[src/rtl/div_seq_core_pkg.sv]
// Shared types and constants for the sequential restoring divider.
package div_seq_core_pkg;

  // Default operand / quotient width.
  localparam int DIV_WIDTH = 4;

  // Iteration counter width for the default width.
  localparam int DIV_CNT_W = $clog2(DIV_WIDTH);

  // Control FSM encoding.
  typedef enum logic [1:0] {
    ST_IDLE = 2'd0,
    ST_RUN  = 2'd1,
    ST_DONE = 2'd2
  } div_state_e;

endpackage : div_seq_core_pkg

[src/rtl/div_seq_core_if.sv]
// Request/result bundle between the calculator and the divider core.
import div_seq_core_pkg::*;

interface div_seq_core_if #(
  parameter int WIDTH = DIV_WIDTH
);
  logic             start;
  logic [WIDTH-1:0] dividend;
  logic [WIDTH-1:0] divisor;
  logic             busy;
  logic             done;
  logic [WIDTH-1:0] quotient;
  logic [WIDTH-1:0] remainder;
  logic             div_by_zero;

  // Calculator side: issues operands, observes status and results.
  modport master (
    output start, dividend, divisor,
    input  busy, done, quotient, remainder, div_by_zero
  );

  // Divider side.
  modport slave (
    input  start, dividend, divisor,
    output busy, done, quotient, remainder, div_by_zero
  );
endinterface : div_seq_core_if

[src/rtl/div_seq_core_step.sv]
// One restoring-division iteration: shift, trial subtract, restore-select.
import div_seq_core_pkg::*;

module div_seq_core_step #(
  parameter int WIDTH = DIV_WIDTH
) (
  input  logic [WIDTH:0]   r_i,      // partial remainder
  input  logic             q_msb_i,  // next dividend bit shifted in
  input  logic [WIDTH-1:0] d_i,      // divisor
  output logic [WIDTH:0]   r_o,      // next partial remainder
  output logic             sel_o     // quotient bit / restore-select
);
  logic [WIDTH:0] r_sh;
  logic [WIDTH:0] diff;
  // Top remainder bit is always 0 because R < D; it is shifted out unused.
  logic           unused_r_msb;

  assign unused_r_msb = r_i[WIDTH];
  assign r_sh  = {r_i[WIDTH-1:0], q_msb_i};
  assign diff  = r_sh - {1'b0, d_i};
  // Non-negative difference means the divisor fits: keep diff, quotient bit 1.
  assign sel_o = ~diff[WIDTH];
  assign r_o   = sel_o ? diff : r_sh;
endmodule : div_seq_core_step

[src/rtl/div_seq_core.sv]
// Sequential restoring divider: one quotient bit per clock, registered results.
import div_seq_core_pkg::*;

module div_seq_core #(
  parameter int WIDTH = DIV_WIDTH
) (
  input  logic          clk,
  input  logic          rst_n,
  div_seq_core_if.slave bus
);
  localparam int CW = (WIDTH > 1) ? $clog2(WIDTH) : 1;

  div_state_e       state_q, state_d;
  logic [CW-1:0]    cnt_q, cnt_d;
  logic [WIDTH:0]   r_q, r_d;
  logic [WIDTH-1:0] q_q, q_d;
  logic [WIDTH-1:0] d_q, d_d;
  logic [WIDTH-1:0] quot_q, quot_d;
  logic [WIDTH-1:0] rem_q, rem_d;
  logic             dbz_q, dbz_d;

  logic [WIDTH:0]   step_r;
  logic             step_sel;

  div_seq_core_step #(.WIDTH(WIDTH)) u_step (
    .r_i     (r_q),
    .q_msb_i (q_q[WIDTH-1]),
    .d_i     (d_q),
    .r_o     (step_r),
    .sel_o   (step_sel)
  );

  // Next-state: accept in IDLE, iterate in RUN, single-cycle DONE.
  always_comb begin
    state_d = state_q;
    cnt_d   = cnt_q;
    r_d     = r_q;
    q_d     = q_q;
    d_d     = d_q;
    quot_d  = quot_q;
    rem_d   = rem_q;
    dbz_d   = dbz_q;
    case (state_q)
      ST_IDLE: begin
        if (bus.start) begin
          d_d   = bus.divisor;
          q_d   = bus.dividend;
          r_d   = '0;
          cnt_d = '0;
          if (bus.divisor == '0) begin
            // Results are known immediately; skip the iteration phase.
            quot_d  = '1;
            rem_d   = bus.dividend;
            dbz_d   = 1'b1;
            state_d = ST_DONE;
          end else begin
            dbz_d   = 1'b0;
            state_d = ST_RUN;
          end
        end
      end
      ST_RUN: begin
        r_d   = step_r;
        q_d   = {q_q[WIDTH-2:0], step_sel};
        cnt_d = cnt_q + 1'b1;
        if (cnt_q == CW'(WIDTH-1)) begin
          quot_d  = {q_q[WIDTH-2:0], step_sel};
          rem_d   = step_r[WIDTH-1:0];
          state_d = ST_DONE;
        end
      end
      ST_DONE: state_d = ST_IDLE;
      default: state_d = ST_IDLE;
    endcase
  end

  // State and datapath registers; reset aborts any operation silently.
  always_ff @(posedge clk or negedge rst_n) begin
    if (!rst_n) begin
      state_q <= ST_IDLE;
      cnt_q   <= '0;
      r_q     <= '0;
      q_q     <= '0;
      d_q     <= '0;
      quot_q  <= '0;
      rem_q   <= '0;
      dbz_q   <= 1'b0;
    end else begin
      state_q <= state_d;
      cnt_q   <= cnt_d;
      r_q     <= r_d;
      q_q     <= q_d;
      d_q     <= d_d;
      quot_q  <= quot_d;
      rem_q   <= rem_d;
      dbz_q   <= dbz_d;
    end
  end

  assign bus.busy        = (state_q == ST_RUN);
  assign bus.done        = (state_q == ST_DONE);
  assign bus.quotient    = quot_q;
  assign bus.remainder   = rem_q;
  assign bus.div_by_zero = dbz_q;
endmodule : div_seq_core

[src/flat_wrapper.sv]
// flat-port wrapper written by rule: the top's interface ports become plain ports
module div_seq_core_flat 
#(
  parameter int WIDTH = DIV_WIDTH
)
  (clk, rst_n, bus_start, bus_dividend, bus_divisor, bus_busy, bus_done, bus_quotient, bus_remainder, bus_div_by_zero);
  div_seq_core_if #(.WIDTH(WIDTH)) bus_i ();
  input  logic clk;
  input  logic rst_n;
  input wire logic [$bits(bus_i.start)-1:0] bus_start;
  input wire logic [$bits(bus_i.dividend)-1:0] bus_dividend;
  input wire logic [$bits(bus_i.divisor)-1:0] bus_divisor;
  output wire logic [$bits(bus_i.busy)-1:0] bus_busy;
  output wire logic [$bits(bus_i.done)-1:0] bus_done;
  output wire logic [$bits(bus_i.quotient)-1:0] bus_quotient;
  output wire logic [$bits(bus_i.remainder)-1:0] bus_remainder;
  output wire logic [$bits(bus_i.div_by_zero)-1:0] bus_div_by_zero;
  assign bus_i.start = bus_start;
  assign bus_i.dividend = bus_dividend;
  assign bus_i.divisor = bus_divisor;
  assign bus_busy = bus_i.busy;
  assign bus_done = bus_i.done;
  assign bus_quotient = bus_i.quotient;
  assign bus_remainder = bus_i.remainder;
  assign bus_div_by_zero = bus_i.div_by_zero;
  div_seq_core #(.WIDTH(WIDTH)) u_core (.clk(clk), .rst_n(rst_n), .bus(bus_i));
endmodule
[config.mk]
export PLATFORM = sky130hd
export DESIGN_NAME = div_seq_core_flat
export DESIGN_NICKNAME = d
export VERILOG_FILES = /design/src/rtl/div_seq_core_pkg.sv /design/src/rtl/div_seq_core_if.sv /design/src/rtl/div_seq_core_step.sv /design/src/rtl/div_seq_core.sv /design/src/flat_wrapper.sv
export SDC_FILE = /design/constraint.sdc
export NUM_CORES = 1
export LEC_CHECK = 0
export BUFFER_PORTS_ARGS = -buffer_cell sky130_fd_sc_hd__buf_2
export CORE_MARGIN = 4
export CORE_UTILIZATION = 55
export CTS_CLUSTER_DIAMETER = 40
export CTS_CLUSTER_SIZE = 10
export DETAILED_ROUTE_END_ITERATION = 8
export GPL_ROUTABILITY_DRIVEN = 0
export PLACE_DENSITY = 0.78
export SLEW_MARGIN = 15
export SYNTH_ARGS = -nofsm -noshare
export SYNTH_HDL_FRONTEND = slang
export SYNTH_SLANG_ARGS = --single-unit
export TNS_END_PERCENT = 10
[constraint.sdc]
create_clock -name clk -period 2.57 [get_ports clk]
set_clock_uncertainty 0.15 [all_clocks]
set_input_delay 0.257 -clock clk [delete_from_list [all_inputs] [get_ports clk]]
set_output_delay 0.257 -clock clk [all_outputs]
set_load 0.02 [all_outputs]
# Word level (Yosys, flattened, before mapping)
# Index checks and enable logic that the tools add are counted.
# word_totals
register_bits,25
latch_bits,0
ramBits,0
mem_bits_ro,0
input_bits,11
out_inout_bits,11
elab_cells,44
n_memories,0
# op_classes
addsub,2
multipliers,0
n_div,0
order_cmp,0
eq_ne,6
shift,0
n_mux,20
n_bitwise,1
n_reduce_logical,7
# op_table
operator,n
$mux W4,9
$pmux W4 S2,4
$mux W2,4
$pmux W2 S2,2
$reduce_and A2 Y1,3
$sub A5 B4 Y5,1
$eq A2 B2 Y1 const B,2
$logic_not A4 Y1,1
$ne A2 B1 Y1 const B,2
$reduce_and A4 Y1,1
$add A2 B1 Y2 const B,1
$eq A2 B1 Y1 const B,1
$logic_not A2 Y1,1
$ne A2 B2 Y1 const B,1
$reduce_bool A2 Y1,1
$mux W1,1
$not A1 Y1,1

# Logic depth before layout (Yosys ltp)
# depth
depth_word,4
ltp_mapped,8
ltp_nobuf,8

# Cells and area by module
# Synthesis repeated with hierarchy kept, for this count alone.
# hier_totals
hier_cells,121
area_unflattened_um2,1373.8
# modules_own_cells
module,n_inst,cells_per_inst,area_each_um2,seq_area_each_um2
div_seq_core,1,93,1143.6,650.6
div_seq_core_step,1,28,230.2,0.0

# Worst setup path after synthesis
# OpenSTA, ideal clock, no wires.
# synth_path
path_type,register -> register
from,reg u_core.q_q[3]
to,reg u_core.rem_q[2] (netlist: u_core.bus.remainder[2])
setup_time_ns,0.126
t_arrival_ns,1.895
required_time_ns,2.294
slack_ns,0.399
path_stages_with_launch,8
path_buffers,0
synth_period_minus_slack_ns,2.171
cell_sequence,dfrtp_1 > inv_1 > ha_1 > fa_1 > nand2b_2 > a21oi_4 > o21ai_0 > o32a_1
# synth_via
elab_chain_cells,4
# synth_lines
item,line_no,rtl
from (decl),div_seq_core.sv:16,"logic [WIDTH-1:0] q_q, q_d;"
from (signal assigned),div_seq_core.sv:92,q_q <= q_d;
$sub A5 B4 Y5,div_seq_core_step.sv:20,"assign diff = r_sh - {1'b0, d_i};"
$mux W4,div_seq_core_step.sv:23,assign r_o = sel_o ? diff : r_sh;
$mux W4,div_seq_core.sv:66,if (cnt_q == CW'(WIDTH-1)) begin
$pmux W4 S2,div_seq_core.sv:43,case (state_q)
to (signal assigned),div_seq_core.sv:95,rem_q <= rem_d;
to (decl),div_seq_core.sv:19,"logic [WIDTH-1:0] rem_q, rem_d;"
# Every way passes these cells. The select of a mux whose other input is x is not followed.
# A chain may end at the register's enable or synchronous reset.

# Worst setup path in the final report
# layout_path
from,reg u_core.q_q[3]
to,reg u_core.rem_q[3] (netlist: u_core.bus.remainder[3])
# Same word-level chain as after synthesis.

==> results.sh <==
export IMPL_tns_ns=0
export IMPL_fin_nets=186
export IMPL_insertion_delay_ns=0.33
export IMPL_routed_wl_um=3050
export IMPL_final_max_slew_viol_count=0
export IMPL_finalPower_uw=2280
export IMPL_syn_nets=159
export IMPL_peakVddDrop_mv=0.870
export IMPL_grt_pass1_vias=1163
export IMPL_yosysSeqAreaShare=0.460
export IMPL_synth_cell_area_um2=1360
export IMPL_wl_per_cell_um=15.6
export IMPL_dpl_hpwl_um=2170
export IMPL_cts_resized=0
export IMPL_avgSynthCellArea_um2=9.58
export IMPL_cts_setup_buffers=0
export IMPL_drt_met1_wl_um=1420
export IMPL_arrival_ns=2.53
export IMPL_htreeDepth=1
export IMPL_yosys_area_top_type="dfrtp_1"
export IMPL_antenna_found_initial=0
export IMPL_rsz0062_at_grt="no"
export IMPL_synth_top_area_share=0.460
export IMPL_status="complete, no violations"
export IMPL_holdBufCountCts=5
export IMPL_vias=1123
export IMPL_fin_crit_ns=2.42
export IMPL_dp_cells=187
export IMPL_synth_ff_type="dfrtp_1"
export IMPL_fmax_ghz=0.412
export IMPL_stdcell_area_um2=1550
export IMPL_synth_seq_cells=25
export IMPL_cts_root_buf="clkbuf_4"
export IMPL_final_cells=196
export IMPL_dr_wl_met2_um=1370
export IMPL_worstSetupPathType="flip-flop to flip-flop"
export IMPL_grt_max_degree=26
export IMPL_maxCapViolCount=0
export IMPL_ant_nets=0
export IMPL_ys_async_sr_fraction=1.00
export IMPL_core_area_um2=2280
export IMPL_syn_inst=142
export IMPL_start_kind="flip-flop"
export IMPL_wl_met3_um=172
export IMPL_crit_fanout=9
export IMPL_clk_pin_slew_ns=0.14
export IMPL_synth_cell_types=37
export IMPL_cts_buffer_depth=2
export IMPL_drtIter0Drc=41
export IMPL_ys_warn_count=0
export IMPL_drive_gt1_frac=0.226
export IMPL_r2r_slack_ns=0.15
export IMPL_grt_overflow=0
export IMPL_die_x_um=57.7
export IMPL_place_area_um2=1470
export IMPL_start_util=0.598
export IMPL_grt_pass1_wl_um=5330
export IMPL_io_pins=22
export IMPL_firstDrtPassIters=4
export IMPL_antenna_cells=0
export IMPL_final_common_cell="nand2_1"
export IMPL_synth_edf_count=0
export IMPL_tritoncts="done"
export IMPL_synth_area_leaders="dfrtp_1, nand2_1, ha_1, nor2_1, o21ai_0"
export IMPL_top_layer="met4"
export IMPL_grtUsageTotal=0.206
export IMPL_tightestPinTransition_ns=0.572
export IMPL_hold_viol=0
export IMPL_cellLeakagePower_uw=0.000715
export IMPL_fp_dieH_um=57.7
export IMPL_critPathCaptureType="flip-flop"
export IMPL_syn_to_final_growth_pct=13.8
export IMPL_whs_ns=0.0282
export IMPL_cts_buffers=3
export IMPL_dieArea_um2=3330
export IMPL_drc=0
export IMPL_hold_path_class="input port to flip-flop"
export IMPL_relSlewSlack=0.619
export IMPL_mostFrequentLayoutCells="nand2_1, dfrtp_1, buf_2"
export IMPL_row_count=17
export IMPL_routed_via_density=5.73
export IMPL_finalCritPeriodShare=0.943
export IMPL_numPortBuffers=21
export IMPL_setup_violations=0
export IMPL_cts_sinks=25
export IMPL_fillers=181
export IMPL_required_ns=2.68
export IMPL_powerDensity_nw_per_um2=1470
synth_stat cells (3+ instances only):
library cell	instances
a211o_1	3
a21oi_1	5
a31oi_1	4
buf_6	3
dfrtp_1	25
ha_1	5
inv_1	5
nand2_1	28
nand2b_1	5
nand3_1	4
nor2_1	15
o21ai_0	10
final timing paths:
| check | from | cells after the start | end |
|---|---|---|---|
| hold reg to reg | u_core.bus.div_by_zero$_DFFE_PN0P_ | 2 | u_core.bus.div_by_zero$_DFFE_PN0P_ |
| setup / recovery | u_core.q_q[3]$_DFFE_PN0P_ | 8 | u_core.bus.remainder[3]$_DFFE_PN0P_ |
| max in group asynchronous | rst_n | 2 | u_core.bus.quotient[1]$_DFFE_PN0P_ |
| min in group asynchronous | rst_n | 2 | u_core.r_q[0]$_DFFE_PN0P_ |
| setup reg to reg | u_core.q_q[3]$_DFFE_PN0P_ | 8 | u_core.bus.remainder[3]$_DFFE_PN0P_ |
| hold / removal | bus_dividend[2] | 3 | u_core.q_q[2]$_DFFE_PN0P_ |
logic make-up (layout without fill, tap and decap cells):
logic type | Yosys count | in the layout | share of synthesized area
AOI/OAI and AO/OA | 33 | 33 | 0.179
xor gates and xnor gates | 3 | 3 | 0.0193
adders and majority gates | 6 | 6 | 0.0607
buffers and inverters | 12 | 38 | 0.0534
DFF | 25 | 25 | 0.460
and+or+nand+nor | 63 | 63 | 0.227
sequential cells by signal (all words and copies together) (netlist names):
name,flops
u_core.bus.quotient,4
u_core.bus.remainder,4
u_core.d_q,4
u_core.q_q,4
u_core.r_q,4
u_core.cnt_q,2
u_core.state_q,2
u_core.bus.div_by_zero,1
final cells by class:
| type | instances | area (um^2) | area share |
|---|---|---|---|
| Timing Repair Buffer | 28 | 170 | 0.110 |
| Sequential cell | 25 | 626 | 0.404 |
| Clock inverter | 1 | 7.51 | 0.00485 |
| Clock buffer | 3 | 22.5 | 0.0146 |
| Tap cell | 28 | 35.0 | 0.0226 |
| Inverter | 6 | 25.0 | 0.0162 |
| Multi-Input combinational cell | 105 | 662 | 0.428 |
metrics by stage:
stage                util  setup WS [ns]
floorplan               -          0.399
finish              0.680          0.146
global placement    0.645          0.319
detailed placement  0.645          0.196
global route        0.680         0.0410
CTS                 0.680          0.149
power by group:
part / leakage, uW / total (uW) / internal, uW / switching [uW]
combinational: 0.000408 / 1370 / 539 / 829
clock: 0.0000139 / 188 / 59.7 / 128
sequential: 0.000293 / 725 / 579 / 145
worst max-delay path: stages, from the launching register on:
cell	delay (ns)
dfrtp_1	0.41
inv_1	0.06
ha_1	0.22
fa_1	0.40
nand2b_2	0.21
a21oi_4	0.27
xnor2_1	0.24
nand2_1	0.17
a41oi_2	0.23
routing by layer:
metal / global-route usage / vias to the layer above
met5: 0 / -
met4: 0.103 / 0
met3: 0.0334 / 9
met2: 0.300 / 44
met1: 0.296 / 527
li1: - / 543
Power figures use the tool's default switching activity.
